File: config.mk
export PLATFORM = sky130hd
export DESIGN_NAME = riscv_fetch_stage_flat
export DESIGN_NICKNAME = d
export VERILOG_FILES = /design/src/rtl/riscv_pkg.sv /design/src/rtl/riscv_fetch_stage_if.sv /design/src/rtl/riscv_fetch_buf.sv /design/src/rtl/riscv_fetch_stage.sv /design/src/flat_wrapper.sv
export SDC_FILE = /design/constraint.sdc
export NUM_CORES = 1
export LEC_CHECK = 0
export ABC_AREA = 0
export BUFFER_PORTS_ARGS = -buffer_cell sky130_fd_sc_hd__buf_2
export CORE_MARGIN = 3
export CORE_UTILIZATION = 50
export CTS_CLUSTER_SIZE = 12
export DETAILED_ROUTE_END_ITERATION = 7
export HOLD_SLACK_MARGIN = 0.1
export PLACE_DENSITY = 0.79
export SYNTH_ARGS = -nofsm -noshare
export SYNTH_HDL_FRONTEND = slang
export SYNTH_SLANG_ARGS = --single-unit
File: constraint.sdc
create_clock -name clk -period 7 [get_ports clk]
set_clock_uncertainty 0.05 [all_clocks]
set_input_delay 1.05 -clock clk [delete_from_list [all_inputs] [get_ports clk]]
set_output_delay 1.05 -clock clk [all_outputs]
set_load 0.1 [all_outputs]
File: src/rtl/riscv_pkg.sv
// rtl/riscv_pkg.sv - shared fetch-stage constants, state enum and buffer entry type
package riscv_pkg;

    localparam logic [31:0] NOP_INST = 32'h0000_0013;
    localparam logic [31:0] RESET_PC = 32'h0000_0000;

    typedef enum logic [1:0] {
        REQ   = 2'd0,
        WAIT  = 2'd1,
        DRAIN = 2'd2
    } fetch_state_e;

    typedef struct packed {
        logic [31:0] pc;
        logic [31:0] inst;
    } fetch_entry_t;

    function automatic logic [31:0] word_align(input logic [31:0] addr);
        return addr & 32'hFFFF_FFFC;
    endfunction

endpackage

File: src/rtl/riscv_fetch_stage_if.sv
// rtl/riscv_fetch_stage_if.sv - instruction memory request/response port
interface riscv_fetch_stage_if;

    logic        req_valid;
    logic        req_ready;
    logic [31:0] addr;
    logic        rsp_valid;
    logic [31:0] rsp_data;

    modport master (
        output req_valid,
        output addr,
        input  req_ready,
        input  rsp_valid,
        input  rsp_data
    );

    modport slave (
        input  req_valid,
        input  addr,
        output req_ready,
        output rsp_valid,
        output rsp_data
    );

endinterface

File: src/rtl/riscv_fetch_buf.sv
// rtl/riscv_fetch_buf.sv - fetched-instruction holding register, or 2-entry FIFO when INST_BUF_EN is defined
module riscv_fetch_buf
    import riscv_pkg::*;
(
    input  logic         clk,
    input  logic         rst,
    input  logic         flush,
    input  logic         push,
    input  fetch_entry_t push_entry,
    input  logic         pop,
    output fetch_entry_t head,
    output logic         empty,
    output logic         full
);

`ifdef INST_BUF_EN
    fetch_entry_t mem [2];
    logic         rd_ptr;
    logic         wr_ptr;
    logic [1:0]   cnt;

    always_ff @(posedge clk) begin
        if (rst || flush) begin
            rd_ptr <= 1'b0;
            wr_ptr <= 1'b0;
            cnt    <= 2'd0;
        end else begin
            if (push) wr_ptr <= ~wr_ptr;
            if (pop)  rd_ptr <= ~rd_ptr;
            cnt <= cnt + {1'b0, push} - {1'b0, pop};
        end
    end

    always_ff @(posedge clk) begin
        if (push) mem[wr_ptr] <= push_entry;
    end

    assign head  = mem[rd_ptr];
    assign empty = (cnt == 2'd0);
    assign full  = (cnt == 2'd2);
`else
    fetch_entry_t hold;
    logic         hold_valid;

    always_ff @(posedge clk) begin
        if (rst || flush) begin
            hold_valid <= 1'b0;
        end else if (push) begin
            hold_valid <= 1'b1;
        end else if (pop) begin
            hold_valid <= 1'b0;
        end
    end

    always_ff @(posedge clk) begin
        if (push) hold <= push_entry;
    end

    assign head  = hold;
    assign empty = !hold_valid;
    assign full  = hold_valid;
`endif

endmodule

File: src/rtl/riscv_fetch_stage.sv
// rtl/riscv_fetch_stage.sv - PC, imem request FSM and IF/ID register; INST_BUF_EN enables 2-deep fetch buffering
module riscv_fetch_stage
    import riscv_pkg::*;
(
    input  logic                clk,
    input  logic                rst,
    input  logic                stall_i,
    input  logic                redirect_valid_i,
    input  logic [31:0]         redirect_pc_i,
    riscv_fetch_stage_if.master imem,
    output logic                if_id_valid_o,
    output logic [31:0]         if_id_pc_o,
    output logic [31:0]         if_id_pc4_o,
    output logic [31:0]         if_id_inst_o
);

    fetch_state_e state;
    fetch_state_e state_nxt;
    logic [31:0]  pc;
    logic [31:0]  req_pc;
    logic         req_valid;
    logic         req_fire;
    logic         rsp_take;
    logic         direct;
    logic         push;
    logic         pop;
    logic         buf_empty;
    logic         buf_full;
    fetch_entry_t buf_head;
    fetch_entry_t rsp_entry;

    assign rsp_entry = '{pc: req_pc, inst: imem.rsp_data};

    // A response goes straight to IF/ID only when nothing older is queued ahead of it.
    always_comb begin
        rsp_take = (state == WAIT) && imem.rsp_valid && !redirect_valid_i;
        pop      = !stall_i && !redirect_valid_i && !buf_empty;
        direct   = rsp_take && !stall_i && buf_empty;
        push     = rsp_take && !direct;
    end

`ifdef INST_BUF_EN
    logic [1:0] occ_next;

    // Occupancy after this cycle's push/pop; a request may overlap a returning response.
    always_comb begin
        occ_next  = {buf_full, !buf_full && !buf_empty} + {1'b0, push} - {1'b0, pop};
        req_valid = ((state == REQ) || ((state == WAIT) && imem.rsp_valid))
                    && (occ_next < 2'd2);
    end
`else
    always_comb begin
        req_valid = (state == REQ) && !buf_full;
    end
`endif

    assign req_fire       = req_valid && imem.req_ready;
    assign imem.req_valid = req_valid;
    assign imem.addr      = pc;

    always_ff @(posedge clk) begin
        if (rst) begin
            state <= REQ;
        end else begin
            state <= state_nxt;
        end
    end

    // A request accepted in a redirect cycle belongs to the flushed path.
    always_comb begin
        state_nxt = state;
        case (state)
            REQ: begin
                if (req_fire) state_nxt = redirect_valid_i ? DRAIN : WAIT;
            end
            WAIT: begin
                if (imem.rsp_valid) begin
                    if (req_fire) state_nxt = redirect_valid_i ? DRAIN : WAIT;
                    else          state_nxt = REQ;
                end else if (redirect_valid_i) begin
                    state_nxt = DRAIN;
                end
            end
            DRAIN: begin
                if (imem.rsp_valid) state_nxt = REQ;
            end
            default: state_nxt = REQ;
        endcase
    end

    always_ff @(posedge clk) begin
        if (rst) begin
            pc     <= RESET_PC;
            req_pc <= RESET_PC;
        end else begin
            if (redirect_valid_i) begin
                pc <= word_align(redirect_pc_i);
            end else if (req_fire) begin
                pc <= pc + 32'd4;
            end
            if (req_fire) req_pc <= pc;
        end
    end

    riscv_fetch_buf u_buf (
        .clk        (clk),
        .rst        (rst),
        .flush      (redirect_valid_i),
        .push       (push),
        .push_entry (rsp_entry),
        .pop        (pop),
        .head       (buf_head),
        .empty      (buf_empty),
        .full       (buf_full)
    );

    always_ff @(posedge clk) begin
        if (rst || redirect_valid_i) begin
            if_id_valid_o <= 1'b0;
            if_id_pc_o    <= 32'd0;
            if_id_pc4_o   <= 32'd0;
            if_id_inst_o  <= NOP_INST;
        end else if (!stall_i) begin
            if (pop) begin
                if_id_valid_o <= 1'b1;
                if_id_pc_o    <= buf_head.pc;
                if_id_pc4_o   <= buf_head.pc + 32'd4;
                if_id_inst_o  <= buf_head.inst;
            end else if (direct) begin
                if_id_valid_o <= 1'b1;
                if_id_pc_o    <= req_pc;
                if_id_pc4_o   <= req_pc + 32'd4;
                if_id_inst_o  <= imem.rsp_data;
            end else begin
                if_id_valid_o <= 1'b0;
                if_id_pc_o    <= 32'd0;
                if_id_pc4_o   <= 32'd0;
                if_id_inst_o  <= NOP_INST;
            end
        end
    end

endmodule
File: src/flat_wrapper.sv
// flat-port wrapper written by rule: the top's interface ports become plain ports
module riscv_fetch_stage_flat import riscv_pkg::*;
  (clk, rst, stall_i, redirect_valid_i, redirect_pc_i, if_id_valid_o, if_id_pc_o, if_id_pc4_o, if_id_inst_o, imem_req_valid, imem_addr, imem_req_ready, imem_rsp_valid, imem_rsp_data);
  riscv_fetch_stage_if imem_i ();
  input  logic clk;
  input  logic rst;
  input  logic stall_i;
  input  logic redirect_valid_i;
  input  logic [31:0] redirect_pc_i;
  output logic if_id_valid_o;
  output logic [31:0] if_id_pc_o;
  output logic [31:0] if_id_pc4_o;
  output logic [31:0] if_id_inst_o;
  output wire logic [$bits(imem_i.req_valid)-1:0] imem_req_valid;
  output wire logic [$bits(imem_i.addr)-1:0] imem_addr;
  input wire logic [$bits(imem_i.req_ready)-1:0] imem_req_ready;
  input wire logic [$bits(imem_i.rsp_valid)-1:0] imem_rsp_valid;
  input wire logic [$bits(imem_i.rsp_data)-1:0] imem_rsp_data;
  assign imem_req_valid = imem_i.req_valid;
  assign imem_addr = imem_i.addr;
  assign imem_i.req_ready = imem_req_ready;
  assign imem_i.rsp_valid = imem_rsp_valid;
  assign imem_i.rsp_data = imem_rsp_data;
  riscv_fetch_stage u_core (.clk(clk), .rst(rst), .stall_i(stall_i), .redirect_valid_i(redirect_valid_i), .redirect_pc_i(redirect_pc_i), .imem(imem_i), .if_id_valid_o(if_id_valid_o), .if_id_pc_o(if_id_pc_o), .if_id_pc4_o(if_id_pc4_o), .if_id_inst_o(if_id_inst_o));
endmodule
# --- Yosys cells after proc, flatten, opt, wreduce, memory -nomap -nowiden ---
# Cells that the tools add are included.
# W data, S select, Z words.
word_totals:
  reg_bits: 228
  input_bits: 70
  output_inout_bits: 130
  word_cells: 57
op_classes:
  n_addsub: 3
  n_eq_ne: 5
  muxes: 19
  reduce_logical: 19
op_table:
  columns: ["op", "count"]
  rows:
  - ["$mux W32", 8]
  - ["$add A32 B3 Y32 const B", 3]
  - ["$mux W2", 6]
  - ["$logic_and A1 B1 Y1", 9]
  - ["$pmux W2 S3", 1]
  - ["$logic_not A1 Y1", 4]
  - ["$mux W1", 4]
  - ["$reduce_bool A2 Y1", 2]
  - ["$ne A3 B3 Y1 const B", 1]
  - ["$reduce_and A3 Y1", 1]
  - ["$eq A2 B1 Y1 const B", 1]
  - ["$eq A2 B2 Y1 const B", 1]
  - ["$logic_not A2 Y1", 1]
  - ["$ne A2 B1 Y1 const B", 1]
  - ["$ne A2 B2 Y1 const B", 1]
  - ["$reduce_or A2 Y1", 1]
  - ["$logic_or A1 B1 Y1", 1]

# --- Logic depth before layout (Yosys ltp) ---
# Gate-level depths: netlist of run 1.
logic_depth:
  ltp_word: 8
  depth_mapped: 8
  ltp_nobuf: 6

# --- Modules after synthesis ---
# From an unflattened synthesis of run 1, not the netlist that was laid out.
unflattened:
  cells_unflattened: 1081
  area_unflattened_um2: 9925.8
by_module_without_submodules:
  columns: ["mod", "instances", "cells_per_inst", "area_per_inst_um2", "seq_area_each_um2"]
  rows:
  - ["riscv_fetch_stage", 1, 1012, 7962.6, 3143.0]
  - ["riscv_fetch_buf", 1, 69, 1963.1, 1941.9]

# --- Worst setup path before layout of run 1 ---
# Ideal clock, no wire load.
synth_path:
  path_kind: "input to register"
  from: "input stall_i"
  to: "register u_core.u_buf.hold, in the netlist u_core.u_buf.head[0] (enable)"
  setup_ns: 0.558
  arrival_ns: 5.882
  t_required_ns: 6.392
  setup_slack_ns: 0.509
  cell_stages: 4
  path_buffers: 2
  path_cell_list: "clkbuf_1 -> nor2_1 -> clkbuf_1 -> nor3_1"
synth_via:
  elab_chain_len: 5
synth_lines:
  columns: ["item", "line", "source"]
  rows:
  - ["start, declared", "flat_wrapper.sv:7", "input logic stall_i;"]
  - ["$logic_not A1 Y1", "riscv_fetch_stage.sv:38", "direct = rsp_take && !stall_i && buf_empty;"]
  - ["$logic_and A1 B1 Y1 (2 in series)", "riscv_fetch_stage.sv:38", null]
  - ["$logic_not A1 Y1", "riscv_fetch_stage.sv:39", "push = rsp_take && !direct;"]
  - ["$logic_and A1 B1 Y1", "riscv_fetch_stage.sv:39", null]
  - ["net u_core.push", "riscv_fetch_stage.sv:25", "logic push;"]
  - ["end signal, assigned", "riscv_fetch_buf.sv:56", "if (push) hold <= push_entry;"]
  - ["end, declared", "riscv_fetch_buf.sv:42", "fetch_entry_t hold;"]
# The timed path passes the listed nets, and every way through them passes these cells.
# A chain may end at the register's enable or synchronous reset.

# --- Worst setup path in the final report of run 1 ---
layout_path:
  from: "input redirect_valid_i"
  to: "register u_core.u_buf.hold, in the netlist u_core.u_buf.head[5] (enable)"
layout_via:
  elab_chain_len: 6
layout_lines:
  columns: ["item", "line", "source"]
  rows:
  - ["start, declared", "flat_wrapper.sv:8", "input logic redirect_valid_i;"]
  - ["$logic_not A1 Y1 *", "riscv_fetch_stage.sv:36", "rsp_take = (state == WAIT) && imem.rsp_valid && !redirect_valid_i;"]
  - ["$logic_and A1 B1 Y1 *", "riscv_fetch_stage.sv:36", null]
  - ["$logic_and A1 B1 Y1 (2 in series)", "riscv_fetch_stage.sv:38", null]
  - ["$logic_not A1 Y1", "riscv_fetch_stage.sv:39", null]
  - ["$logic_and A1 B1 Y1 *", "riscv_fetch_stage.sv:39", null]
  - ["net u_core.push", "riscv_fetch_stage.sv:25", null]
# Mark *: on every way through the listed nets, which the timed path passes. The rest lies on a longest branch.

==> results of run 1 <==
## worst paths after layout
path,from,endpoint,slack (ns),cells after the start
min,u_core.if_id_pc4_o[2],u_core.if_id_pc4_o[2],0.42,2
max,redirect_valid_i,u_core.u_buf.head[5],3.58,5
min reg2reg,u_core.if_id_pc4_o[2],u_core.if_id_pc4_o[2],0.42,2
max reg2reg,u_core.state[0],u_core.u_buf.head[5],3.86,5
## metrics by stage
stage                     total power, uW  worst slack (ns)  cells
final                                2990              3.58   1498
after global routing                 3090              3.45   1498
after CTS                            3010              3.63   1498
after detailed placement             1800              3.09   1454
after global placement               1790              3.14   1454
after floorplan                      1710             0.509   1088
## registers in the layout, summed over array words and instances (netlist names)
name	flops
u_core.if_id_inst_o	32
u_core.if_id_pc4_o	30
u_core.if_id_pc_o	30
u_core.if_id_valid_o	1
u_core.imem.addr	30
u_core.req_pc	30
u_core.state	2
u_core.u_buf.full	1
u_core.u_buf.head	62
## power by group
group          switching, uW  internal, uW  leakage (uW)
logic                    309          80.1       0.00218
clock network            486           732      0.000379
registers               50.4          1330       0.00181
## worst register-to-register path, delay by kind of cell (launching register included)
kind          cells  cell delay (ns)
simple gates      4             1.78
flops             1             0.50
buf+inv           1             0.43
## final cells by class
type,instances,area (um^2)
tap,260,325
sequential,218,4980
timing repair buffer,202,1040
inverter,15,56.3
clock inverter,7,57.6
fill,1628,7410
multi-input combinational,759,4500
clock buffer,37,711
## layout by cell type, fill, tap and decap left out, drive strengths merged, types with 27 or more instances in the layout
cell type	netlist	final
nand3	36	36
o21ai	42	42
a221oi	57	57
nand2	120	120
nor3	70	70
a21oi	64	64
clkbuf	68	37
nor2	99	99
xnor2	27	27
buf	28	202
dfxtp	156	156
nand4	34	34
edfxtp	62	62
## metal layers
metal | GRT usage | share of wire
met2 | 0.362 | 0.45
met1 | 0.359 | 0.44
met4 | 0.0663 | 0.022
met3 | 0.0392 | 0.093
met5 | 0 | 0
## cells by family (layout without fill, tap and decap cells)
group                      Yosys count  after routing
and+or+nand+nor                    456            456
AOI/OAI and AO/OA                  245            245
DFF                                218            218
buffers and inverters              111            261
xor gates and xnor gates            41             41
muxes                                7              7
adders and majority gates            4              4
other                                1              6
==> impl_metrics.xml, run 1 <==
<?xml version="1.0" encoding="UTF-8"?>
<metrics>
  <group name="status">
    <metric name="status" unit="">finished clean</metric>
  </group>
  <group name="synth">
    <metric name="yosys.area_share.simple" unit="">0.231</metric>
    <metric name="synthesis.area_per_instance" unit="um^2">9.14</metric>
    <metric name="synth-edff-count" unit="">62</metric>
    <metric name="synth_cell_type_count" unit="">55</metric>
    <metric name="synthTopCellsByArea" unit="">sky130_fd_sc_hd__dfxtp_1, sky130_fd_sc_hd__edfxtp_1, sky130_fd_sc_hd__a221oi_1</metric>
    <metric name="yosys-top-cells-count" unit="">sky130_fd_sc_hd__dfxtp_1, sky130_fd_sc_hd__nand2_1, sky130_fd_sc_hd__nor2_1</metric>
    <metric name="yosysSeqAreaShare" unit="">0.503</metric>
    <metric name="synth_warnings" unit="">0</metric>
    <metric name="synth.most_common_cell" unit="">sky130_fd_sc_hd__dfxtp_1</metric>
    <metric name="synth-adder-area-share" unit="">0.00480</metric>
    <metric name="dominantRegCellSynth" unit="">sky130_fd_sc_hd__dfxtp_1</metric>
    <metric name="synthCells" unit="">1083</metric>
    <metric name="synth.area.mux_share" unit="">0.00733</metric>
    <metric name="asyncSetResetFlopFracSynth" unit="">0</metric>
    <metric name="synth_top_family_by_area" unit="">simple AND/OR/NAND/NOR gates</metric>
    <metric name="area_share_of_the_leading_cell_type_in_the_synthesized_netlist" unit="">0.315</metric>
    <metric name="complex_gate_fraction_of_the_synthesized_area" unit="">0.171</metric>
    <metric name="synth-xor-area-share" unit="">0.0363</metric>
    <metric name="synthDominantAreaCellType" unit="">sky130_fd_sc_hd__dfxtp_1</metric>
    <metric name="synthesis.area" unit="um^2">9900</metric>
    <metric name="synth.ff_latch_count" unit="">218</metric>
  </group>
  <group name="timing">
    <metric name="finalHoldViolCount" unit="">0</metric>
    <metric name="hold_ws" unit="ns">0.416</metric>
    <metric name="min_period_over_period" unit="">0.488</metric>
    <metric name="timing.setup.tns" unit="ns">0</metric>
    <metric name="finalWorstPathRequiredPeriod" unit="ns">3.42</metric>
    <metric name="unrepaired_setup_endpoints_after_global_routing" unit="">no</metric>
    <metric name="slew_margin_rel" unit="">0.379</metric>
    <metric name="worst_slew_pin_slew" unit="ns">0.931</metric>
    <metric name="setup_viol" unit="">0</metric>
    <metric name="timing_max_transition_violations_final" unit="">0</metric>
    <metric name="clock.fmax" unit="GHz">0.293</metric>
  </group>
  <group name="clock_network">
    <metric name="post_cts_resized" unit="">0</metric>
    <metric name="cts-buffers-inserted" unit="">24</metric>
    <metric name="largest_buffer_count_on_any_clock_path" unit="">3</metric>
    <metric name="cts.htree.levels" unit="">1</metric>
    <metric name="tritoncts_num_sinks" unit="">218</metric>
    <metric name="tritoncts" unit="">built</metric>
    <metric name="clock_edge_transition_at_the_registers_on_the_reported_setup_and_hold_paths" unit="ns">0.05</metric>
    <metric name="clock_latency" unit="ns">0.51</metric>
    <metric name="postCtsSetupRepairBufs" unit="">0</metric>
    <metric name="cts-root-buf" unit="">sky130_fd_sc_hd__clkbuf_16</metric>
    <metric name="postCtsHoldBufs" unit="">0</metric>
  </group>
  <group name="worst_setup_path">
    <metric name="setup.worst_path.end_class" unit="">flop</metric>
    <metric name="timing.critical_path.fanout_max" unit="">57</metric>
    <metric name="start_kind" unit="">input pin</metric>
    <metric name="critPathSlowestCell" unit="">sky130_fd_sc_hd__nor2_1</metric>
    <metric name="cp_cell_sequence" unit="">buf_2, or4_1, nor2_1, nor3_2, buf_4</metric>
    <metric name="timing.critical_path.buf_inv" unit="">2</metric>
    <metric name="cp.required" unit="ns">7.11</metric>
    <metric name="path_class" unit="">input pin to flop</metric>
    <metric name="crit_path_max_incr_delay" unit="ns">0.77</metric>
    <metric name="critical_path_arrival" unit="ns">3.53</metric>
    <metric name="path_delay_family" unit="">simple AND/OR/NAND/NOR gates</metric>
  </group>
  <group name="power">
    <metric name="pwr_density_cell" unit="nW/um^2">256</metric>
    <metric name="leakagePower" unit="uW">0.00437</metric>
    <metric name="worst_ir_drop_vdd" unit="mV">0.152</metric>
  </group>
  <group name="global_route">
    <metric name="grt_pass1_wl" unit="um">43600</metric>
    <metric name="grt_start_max_net_pins" unit="">86</metric>
    <metric name="grt_overflow" unit="">0</metric>
    <metric name="grt_pass1_vias" unit="">8200</metric>
    <metric name="number_of_antenna_violations_at_the_first_check_in_global_routing" unit="">0</metric>
    <metric name="track_usage" unit="">0.240</metric>
  </group>
  <group name="routing">
    <metric name="drc_errors" unit="">0</metric>
    <metric name="wl_per_cell" unit="um">18.3</metric>
    <metric name="routed_wirelength" unit="um">27300</metric>
    <metric name="detail_route.first_pass.iterations" unit="">6</metric>
    <metric name="dr_total_vias" unit="">9111</metric>
    <metric name="ant_nets" unit="">0</metric>
    <metric name="routed_via_density" unit="">6.08</metric>
    <metric name="drt_iter0_markers" unit="">1016</metric>
  </group>
  <group name="floorplan">
    <metric name="die_footprint" unit="um^2">21500</metric>
    <metric name="fp.dieH" unit="um">147</metric>
    <metric name="initial_utilization" unit="">0.519</metric>
    <metric name="number_of_rows_in_the_core_area" unit="">50</metric>
    <metric name="io-pin-count" unit="">200</metric>
    <metric name="core_box_area" unit="um^2">19100</metric>
    <metric name="width_of_the_die" unit="um">147</metric>
  </group>
  <group name="place">
    <metric name="postPlaceCellArea" unit="um^2">10900</metric>
    <metric name="place_hpwl" unit="um">17900</metric>
    <metric name="io_buffer_count" unit="">191</metric>
    <metric name="place.gp.congestion" unit="">0.922</metric>
  </group>
  <group name="layout">
    <metric name="finalNetCount" unit="">1293</metric>
    <metric name="area_growth" unit="%">17.9</metric>
    <metric name="finish.utilization" unit="">0.612</metric>
    <metric name="diodes" unit="">0</metric>
    <metric name="share_of_cells_above_drive_strength_1" unit="">0.200</metric>
    <metric name="finish.instance_area" unit="um^2">11700</metric>
  </group>
  <group name="worst_hold_path">
    <metric name="hp-class" unit="">flop to flop</metric>
  </group>
  <group name="run">
    <metric name="max_cap_violations" unit="">0</metric>
  </group>
</metrics>
Power figures use the tool's default switching activity.
==> inputs of run 2 (changes only) <==
--- a/config.mk
+++ b/config.mk
@@ -12,7 +12,7 @@
 export CTS_CLUSTER_SIZE = 12
 export DETAILED_ROUTE_END_ITERATION = 7
 export HOLD_SLACK_MARGIN = 0.1
-export PLACE_DENSITY = 0.79
+export PLACE_DENSITY = 0.82
 export SYNTH_ARGS = -nofsm -noshare
 export SYNTH_HDL_FRONTEND = slang
 export SYNTH_SLANG_ARGS = --single-unit
==> constraint.sdc (replaced) <==
create_clock -name clk -period 2.7 [get_ports clk]
set_clock_uncertainty 0.05 [all_clocks]
set_input_delay 0.405 -clock clk [delete_from_list [all_inputs] [get_ports clk]]
set_output_delay 0.405 -clock clk [all_outputs]
set_load 0.1 [all_outputs]
==> run 2 against run 1 <==
  * Final area is 5.2% higher
  * Sequential cell count stayed put
  * Non-clock buffer count is 62 higher
  * Global-route usage is 1.6 points higher
  * Sequential power grew to 2.6 times the previous value
  * Total power grew to 2.6 times the previous value
  * Critical path depth is 1 higher
  * Combinational power grew to 2.8 times the previous value
  * Clock power is 140% higher
  * Setup slack worse by 3.4 ns
  * Register-to-register slack worse by 3.6 ns
  * Die area stayed put
  * Largest power group unchanged
==> impl_metrics.xml, run 2 (synthesized netlist as in run 1, its figures left out) <==
<?xml version="1.0" encoding="UTF-8"?>
<metrics>
  <group name="status">
    <metric name="status" unit="">finished clean</metric>
  </group>
  <group name="clock_network">
    <metric name="cts-buffers-inserted" unit="">23</metric>
    <metric name="clock_latency" unit="ns">0.51</metric>
    <metric name="postCtsSetupRepairBufs" unit="">0</metric>
    <metric name="cts-root-buf" unit="">sky130_fd_sc_hd__clkbuf_16</metric>
    <metric name="largest_buffer_count_on_any_clock_path" unit="">3</metric>
    <metric name="tritoncts_num_sinks" unit="">218</metric>
    <metric name="cts.htree.levels" unit="">1</metric>
    <metric name="clock_edge_transition_at_the_registers_on_the_reported_setup_and_hold_paths" unit="ns">0.06</metric>
    <metric name="tritoncts" unit="">built</metric>
  </group>
  <group name="routing">
    <metric name="ant_nets" unit="">0</metric>
    <metric name="route.met2.wl" unit="um">12900</metric>
    <metric name="routed_wirelength" unit="um">28800</metric>
    <metric name="routed-wl-met3" unit="um">2730</metric>
    <metric name="wirelength_met1" unit="um">12300</metric>
    <metric name="dr_total_vias" unit="">9418</metric>
    <metric name="drc_errors" unit="">0</metric>
    <metric name="detail_route.first_pass.iterations" unit="">8</metric>
    <metric name="wl_per_cell" unit="um">18.5</metric>
    <metric name="routed_via_density" unit="">6.04</metric>
    <metric name="drt_iter0_markers" unit="">939</metric>
    <metric name="dr.max_layer_used" unit="">met4</metric>
  </group>
  <group name="global_route">
    <metric name="grt_start_max_net_pins" unit="">86</metric>
    <metric name="track_usage" unit="">0.256</metric>
    <metric name="number_of_antenna_violations_at_the_first_check_in_global_routing" unit="">0</metric>
    <metric name="grt_pass1_wl" unit="um">46400</metric>
    <metric name="grt_pass1_vias" unit="">8804</metric>
    <metric name="grt_overflow" unit="">0</metric>
  </group>
  <group name="floorplan">
    <metric name="fp.dieH" unit="um">147</metric>
    <metric name="core_box_area" unit="um^2">19100</metric>
    <metric name="die_footprint" unit="um^2">21500</metric>
    <metric name="io-pin-count" unit="">200</metric>
    <metric name="number_of_rows_in_the_core_area" unit="">50</metric>
    <metric name="initial_utilization" unit="">0.519</metric>
    <metric name="width_of_the_die" unit="um">147</metric>
  </group>
  <group name="timing">
    <metric name="slew_margin_rel" unit="">0.574</metric>
    <metric name="worst_slack" unit="ns">0.219</metric>
    <metric name="finalHoldViolCount" unit="">0</metric>
    <metric name="clock.fmax" unit="GHz">0.403</metric>
    <metric name="hold_ws" unit="ns">0.120</metric>
    <metric name="setup_viol" unit="">0</metric>
    <metric name="min_period_over_period" unit="">0.919</metric>
    <metric name="finalWorstPathRequiredPeriod" unit="ns">2.48</metric>
    <metric name="unrepaired_setup_endpoints_after_global_routing" unit="">no</metric>
    <metric name="worst_slew_pin_slew" unit="ns">0.639</metric>
    <metric name="timing_max_transition_violations_final" unit="">0</metric>
  </group>
  <group name="worst_setup_path">
    <metric name="crit_path_max_incr_delay" unit="ns">0.65</metric>
    <metric name="start_kind" unit="">flop</metric>
    <metric name="cp_cell_sequence" unit="">ha_1, nand4_2, or4_4, or4_1, a21oi_1, o311a_1</metric>
    <metric name="path_class" unit="">flop to flop</metric>
    <metric name="critPathSlowestCell" unit="">sky130_fd_sc_hd__or4_4</metric>
    <metric name="worst-r2r-setup-slack" unit="ns">0.22</metric>
    <metric name="cp.required" unit="ns">3.11</metric>
    <metric name="timing.critical_path.fanout_max" unit="">13</metric>
    <metric name="critical_path_arrival" unit="ns">2.89</metric>
    <metric name="setup.worst_path.end_class" unit="">flop</metric>
  </group>
  <group name="place">
    <metric name="postPlaceCellArea" unit="um^2">11200</metric>
    <metric name="dp_worst_setup_slack" unit="ns">0.220</metric>
    <metric name="place.gp.congestion" unit="">0.884</metric>
    <metric name="place_hpwl" unit="um">18900</metric>
    <metric name="io_buffer_count" unit="">191</metric>
  </group>
  <group name="layout">
    <metric name="final_common_cell" unit="">sky130_fd_sc_hd__buf_2</metric>
    <metric name="finalNetCount" unit="">1354</metric>
    <metric name="num-fill-cells" unit="">1520</metric>
    <metric name="share_of_cells_above_drive_strength_1" unit="">0.210</metric>
    <metric name="area_growth" unit="%">24.0</metric>
    <metric name="finish.instance_area" unit="um^2">12300</metric>
    <metric name="mostFrequentLayoutCells" unit="">sky130_fd_sc_hd__buf_2, sky130_fd_sc_hd__dfxtp_1, sky130_fd_sc_hd__nand2_1</metric>
    <metric name="largest_reg_flops" unit="">62</metric>
  </group>
  <group name="power">
    <metric name="pwr_density_cell" unit="nW/um^2">624</metric>
    <metric name="totalPowerFinal" unit="uW">7660</metric>
    <metric name="worst_ir_drop_vdd" unit="mV">0.419</metric>
    <metric name="leakagePower" unit="uW">0.00464</metric>
  </group>
  <group name="run">
    <metric name="max_cap_violations" unit="">0</metric>
  </group>
  <group name="worst_hold_path">
    <metric name="hp-class" unit="">input pin to flop</metric>
  </group>
</metrics>
-- run 2: cell count changes in the layout (fill, tap and decap cells not counted), moves of 2 or more --
cell                            before  now
sky130_fd_sc_hd__buf_4              11   27
sky130_fd_sc_hd__dlygate4sd3_1       0   41
sky130_fd_sc_hd__clkbuf_1            8   10
sky130_fd_sc_hd__clkinv_1            2    0
sky130_fd_sc_hd__dfxtp_2             0    2
sky130_fd_sc_hd__dfxtp_1           156  154
sky130_fd_sc_hd__buf_12              0    6
sky130_fd_sc_hd__clkbuf_16          25   23
-- run 2: area by class of cell --
cell class,count,area (um^2),share of cell area
diodes,1,2.50,0.000204
clock buffers,38,682,0.0555
clock inverters,4,23.8,0.00194
inverters,15,56.3,0.00458
multi-input cells,759,4520,0.368
flip-flops and latches,218,4990,0.406
well taps,260,325,0.0265
repair buffers,264,1680,0.137
-- run 2: repair_timing --
item | CTS | global route
endpoints found under the hold margin | 41 | 0
resized for setup | 0 | 0
setup endpoints to repair | 0 | 0
hold buffers | 41 | 0
-- run 2: path summary, 6_finish.rpt --
kind                             to             startpoint  depth (start not counted)
max          u_core.if_id_pc4_o[26]  u_core.u_buf.head[34]                          6
min             u_core.imem.addr[9]       redirect_pc_i[9]                          3
max reg2reg  u_core.if_id_pc4_o[26]  u_core.u_buf.head[34]                          6
min reg2reg   u_core.if_id_pc4_o[2]  u_core.if_id_pc4_o[2]                          2
-- run 2: where the power goes --
part	switching, uW	internal, uW	leakage, uW
sequential	120	3460	0.00181
combinational	835	268	0.00248
clock	1260	1720	0.000347
-- run 2: layer usage --
layer | global-route usage | vias to the layer above
li1 | - | 4448
met1 | 0.373 | 4419
met2 | 0.391 | 491
met3 | 0.0432 | 60
met4 | 0.0856 | 0
met5 | 0 | -
-- run 2: critical path, delay by kind of cell (launching register included) --
| family | cells | cell delay, ns |
|---|---|---|
| simple gates | 3 | 1.37 |
| flops | 1 | 0.41 |
| compound gates | 2 | 0.34 |
| fa+ha+maj | 1 | 0.26 |
-- run 2: per-stage QoR --
stage                      util  TNS [ns]  cells
after floorplan               -     -1.26   1088
after global routing      0.644         0   1558
after CTS                 0.644         0   1558
after detailed placement  0.585         0   1475
final                     0.644         0   1559
after global placement    0.585         0   1475
==> inputs of run 3 (changes only) <==
--- a/config.mk
+++ b/config.mk
@@ -5,14 +5,14 @@
 export SDC_FILE = /design/constraint.sdc
 export NUM_CORES = 1
 export LEC_CHECK = 0
-export ABC_AREA = 0
+export ABC_AREA = 1
 export BUFFER_PORTS_ARGS = -buffer_cell sky130_fd_sc_hd__buf_2
 export CORE_MARGIN = 3
 export CORE_UTILIZATION = 50
 export CTS_CLUSTER_SIZE = 12
 export DETAILED_ROUTE_END_ITERATION = 7
 export HOLD_SLACK_MARGIN = 0.1
-export PLACE_DENSITY = 0.82
+export PLACE_DENSITY = 0.81
 export SYNTH_ARGS = -nofsm -noshare
 export SYNTH_HDL_FRONTEND = slang
 export SYNTH_SLANG_ARGS = --single-unit
==> run 3 against run 2 <==
  * Global-route usage grew 1.2 points
  * Final cell count grew 27%
  * Via count grew 14%
  * Non-clock buffer count shrank 24
  * Synthesized cell count grew 37%
  * Sequential power grew 3%
  * Register-to-register slack gained 0.26 ns
  * Clock power grew 3%
  * Sequential cell count is the same
  * Area after synthesis grew 6.8%
==> impl_metrics.xml, run 3 <==
<?xml version="1.0" encoding="UTF-8"?>
<metrics>
  <group name="worst_setup_path">
    <metric name="crit_path_max_incr_delay" unit="ns">0.49</metric>
    <metric name="path_class" unit="">flop to flop</metric>
    <metric name="timing.critical_path.fanout_max" unit="">37</metric>
    <metric name="reg2reg_to" unit="">u_core.u_buf.head[12]</metric>
    <metric name="setup.worst_path.end_class" unit="">flop</metric>
    <metric name="path_delay_family" unit="">buffers and inverters</metric>
    <metric name="rr_startpoint" unit="">u_core.state[1]</metric>
    <metric name="timing.critical_path.buf_inv" unit="">3</metric>
    <metric name="worst-r2r-setup-slack" unit="ns">0.48</metric>
    <metric name="reg2reg_depth" unit="">9</metric>
    <metric name="cp.required" unit="ns">2.84</metric>
    <metric name="cp_cell_sequence" unit="">inv_1, nand2_1, nor2_4, nand2_1, nor2_1, nand2_1, nand3_1, inv_2, buf_12</metric>
    <metric name="critPathSlowestCell" unit="">sky130_fd_sc_hd__inv_2</metric>
    <metric name="critical_path_arrival" unit="ns">2.36</metric>
    <metric name="path_common_cell" unit="">sky130_fd_sc_hd__nand2_1</metric>
    <metric name="start_kind" unit="">flop</metric>
  </group>
  <group name="timing">
    <metric name="timing.setup.tns" unit="ns">0</metric>
    <metric name="unrepaired_setup_endpoints_after_global_routing" unit="">no</metric>
    <metric name="slew_margin_rel" unit="">0.525</metric>
    <metric name="setup_viol" unit="">0</metric>
    <metric name="timing_max_transition_violations_final" unit="">0</metric>
    <metric name="worst_slew_pin_slew" unit="ns">0.711</metric>
    <metric name="min_period_over_period" unit="">0.822</metric>
    <metric name="clock.fmax" unit="GHz">0.451</metric>
    <metric name="finalHoldViolCount" unit="">0</metric>
    <metric name="finalWorstPathRequiredPeriod" unit="ns">2.22</metric>
  </group>
  <group name="routing">
    <metric name="dr.max_layer_used" unit="">met5</metric>
    <metric name="drc_errors" unit="">0</metric>
    <metric name="dr_total_vias" unit="">10700</metric>
    <metric name="routed_via_density" unit="">5.44</metric>
    <metric name="wirelength_met1" unit="um">13200</metric>
    <metric name="detail_route.first_pass.iterations" unit="">6</metric>
    <metric name="route.met2.wl" unit="um">14600</metric>
    <metric name="wl_per_cell" unit="um">16.2</metric>
    <metric name="drt_iter0_markers" unit="">1001</metric>
    <metric name="routed_wirelength" unit="um">32000</metric>
    <metric name="routed-wl-met3" unit="um">3110</metric>
    <metric name="ant_nets" unit="">0</metric>
  </group>
  <group name="worst_hold_path">
    <metric name="worstHoldEndpoint" unit="">u_core.imem.addr[3]</metric>
    <metric name="min_from" unit="">redirect_pc_i[3]</metric>
    <metric name="hp-class" unit="">input pin to flop</metric>
    <metric name="worst_hold_path.num_cells" unit="">3</metric>
  </group>
  <group name="clock_network">
    <metric name="cts-buffers-inserted" unit="">24</metric>
    <metric name="cts.htree.levels" unit="">1</metric>
    <metric name="clock_latency" unit="ns">0.51</metric>
    <metric name="postCtsHoldBufs" unit="">33</metric>
    <metric name="post_cts_resized" unit="">0</metric>
    <metric name="postCtsSetupRepairBufs" unit="">0</metric>
    <metric name="cts-root-buf" unit="">sky130_fd_sc_hd__clkbuf_16</metric>
    <metric name="largest_buffer_count_on_any_clock_path" unit="">3</metric>
    <metric name="clock_edge_transition_at_the_registers_on_the_reported_setup_and_hold_paths" unit="ns">0.06</metric>
    <metric name="tritoncts" unit="">built</metric>
    <metric name="tritoncts_num_sinks" unit="">218</metric>
  </group>
  <group name="floorplan">
    <metric name="initial_utilization" unit="">0.516</metric>
    <metric name="io-pin-count" unit="">200</metric>
    <metric name="width_of_the_die" unit="um">151</metric>
    <metric name="die_footprint" unit="um^2">22900</metric>
    <metric name="core_box_area" unit="um^2">20500</metric>
    <metric name="fp.dieH" unit="um">151</metric>
    <metric name="number_of_rows_in_the_core_area" unit="">52</metric>
  </group>
  <group name="power">
    <metric name="worst_ir_drop_vdd" unit="mV">0.386</metric>
    <metric name="leakagePower" unit="uW">0.00518</metric>
    <metric name="pwr_density_cell" unit="nW/um^2">607</metric>
  </group>
  <group name="synth">
    <metric name="yosys-top-cells-count" unit="">sky130_fd_sc_hd__nand2_1, sky130_fd_sc_hd__nor2_1, sky130_fd_sc_hd__dfxtp_1</metric>
    <metric name="synth_cell_type_count" unit="">37</metric>
    <metric name="asyncSetResetFlopFracSynth" unit="">0</metric>
    <metric name="synthesis.area_per_instance" unit="um^2">7.13</metric>
    <metric name="synth.ff_latch_count" unit="">218</metric>
    <metric name="synthDominantAreaCellType" unit="">sky130_fd_sc_hd__dfxtp_1</metric>
    <metric name="dominantRegCellSynth" unit="">sky130_fd_sc_hd__dfxtp_1</metric>
    <metric name="synthCells" unit="">1483</metric>
    <metric name="area_share_of_the_leading_cell_type_in_the_synthesized_netlist" unit="">0.295</metric>
    <metric name="synth.most_common_cell" unit="">sky130_fd_sc_hd__nand2_1</metric>
    <metric name="synthTopCellsByArea" unit="">sky130_fd_sc_hd__dfxtp_1, sky130_fd_sc_hd__nand2_1, sky130_fd_sc_hd__edfxtp_1</metric>
    <metric name="synth-edff-count" unit="">62</metric>
    <metric name="synthesis.area" unit="um^2">10600</metric>
    <metric name="synth_warnings" unit="">0</metric>
    <metric name="yosysSeqAreaShare" unit="">0.471</metric>
  </group>
  <group name="place">
    <metric name="io_buffer_count" unit="">191</metric>
    <metric name="place.gp.congestion" unit="">0.979</metric>
    <metric name="place_hpwl" unit="um">22800</metric>
    <metric name="dp.cells" unit="">1900</metric>
  </group>
  <group name="layout">
    <metric name="diodes" unit="">0</metric>
    <metric name="share_of_cells_above_drive_strength_1" unit="">0.149</metric>
    <metric name="final-instance-count-excl-fill" unit="">1977</metric>
    <metric name="largest_reg_flops" unit="">62</metric>
    <metric name="mostFrequentLayoutCells" unit="">sky130_fd_sc_hd__nand2_1, sky130_fd_sc_hd__buf_2, sky130_fd_sc_hd__nor2_1</metric>
    <metric name="final_common_cell" unit="">sky130_fd_sc_hd__nand2_1</metric>
    <metric name="area_growth" unit="%">21.0</metric>
    <metric name="finish.utilization" unit="">0.625</metric>
    <metric name="num-fill-cells" unit="">1750</metric>
    <metric name="finalNetCount" unit="">1762</metric>
    <metric name="multi_input_area" unit="um^2">4870</metric>
    <metric name="seqCellArea" unit="um^2">4980</metric>
  </group>
  <group name="global_route">
    <metric name="track_usage" unit="">0.268</metric>
    <metric name="grt_pass1_wl" unit="um">49400</metric>
    <metric name="number_of_antenna_violations_at_the_first_check_in_global_routing" unit="">1</metric>
    <metric name="grt_overflow" unit="">0</metric>
    <metric name="grt_pass1_vias" unit="">9893</metric>
    <metric name="grt_start_max_net_pins" unit="">71</metric>
  </group>
  <group name="run">
    <metric name="max_cap_violations" unit="">0</metric>
  </group>
  <group name="status">
    <metric name="status" unit="">finished clean</metric>
  </group>
</metrics>
-- run 3: cells by family (layout without fill, tap and decap cells) --
logic type | Yosys count | in the layout | share of synthesized area
adders and majority gates | 3 | 3 | 0.00355
DFF | 218 | 218 | 0.471
xor gates and xnor gates | 20 | 20 | 0.0166
other | 1 | 6 | 0.000355
and+or+nand+nor | 835 | 835 | 0.316
buffers and inverters | 177 | 396 | 0.0711
AOI/OAI and AO/OA | 229 | 229 | 0.121
-- run 3: cell type report --
type / count / area share
sequential: 218 / 0.389
multi-input combinational: 1093 / 0.380
timing repair buffer: 240 / 0.113
clock buffer: 39 / 0.0562
inverter: 112 / 0.0328
tap: 270 / 0.0264
clock inverter: 5 / 0.00205
-- run 3: metal layers --
metal / global-route usage / up-vias
met5: 0 / -
li1: - / 5246
met4: 0.0975 / 2
met3: 0.0365 / 70
met2: 0.443 / 560
met1: 0.360 / 4871
-- run 3: power by group --
part / switching, uW / internal (uW)
clock: 1260 / 1820
combinational: 733 / 246
sequential: 201 / 3500
total: 2200 / 5570
-- run 3: how the worst max path moves through the flow --
| stage | start | to | cells after the start |
|---|---|---|---|
| detailed placement | redirect_valid_i | u_core.u_buf.head[5] | 8 |
| global route | u_core.state[1] | u_core.u_buf.head[12] | 9 |
| floorplan | redirect_valid_i | u_core.u_buf.head[0] | 7 |
| global placement | redirect_valid_i | u_core.u_buf.head[5] | 8 |
| CTS | u_core.state[1] | u_core.u_buf.head[12] | 9 |
| finish | u_core.state[1] | u_core.u_buf.head[12] | 9 |
-- run 3: metrics by stage --
stage                     cell area (um^2)  hold WS, ns  worst slack (ns)  power [uW]
after floorplan                      10600        0.403            0.0332        4420
after global placement               11700        0.422             0.525        4670
after detailed placement             11700        0.426             0.501        4690
after CTS                            12800        0.107             0.494        7790
after global routing                 12800        0.125             0.335        8040
final                                12800        0.127             0.480        7760
-- run 3: worst register-to-register path, stage by stage, from the launching register on --
cell and delay, ns:
sky130_fd_sc_hd__dfxtp_1 0.34, sky130_fd_sc_hd__inv_1 0.06, sky130_fd_sc_hd__nand2_1 0.12, sky130_fd_sc_hd__nor2_4 0.05, sky130_fd_sc_hd__nand2_1 0.12, sky130_fd_sc_hd__nor2_1 0.12
sky130_fd_sc_hd__nand2_1 0.11, sky130_fd_sc_hd__nand3_1 0.10, sky130_fd_sc_hd__inv_2 0.49, sky130_fd_sc_hd__buf_12 0.31
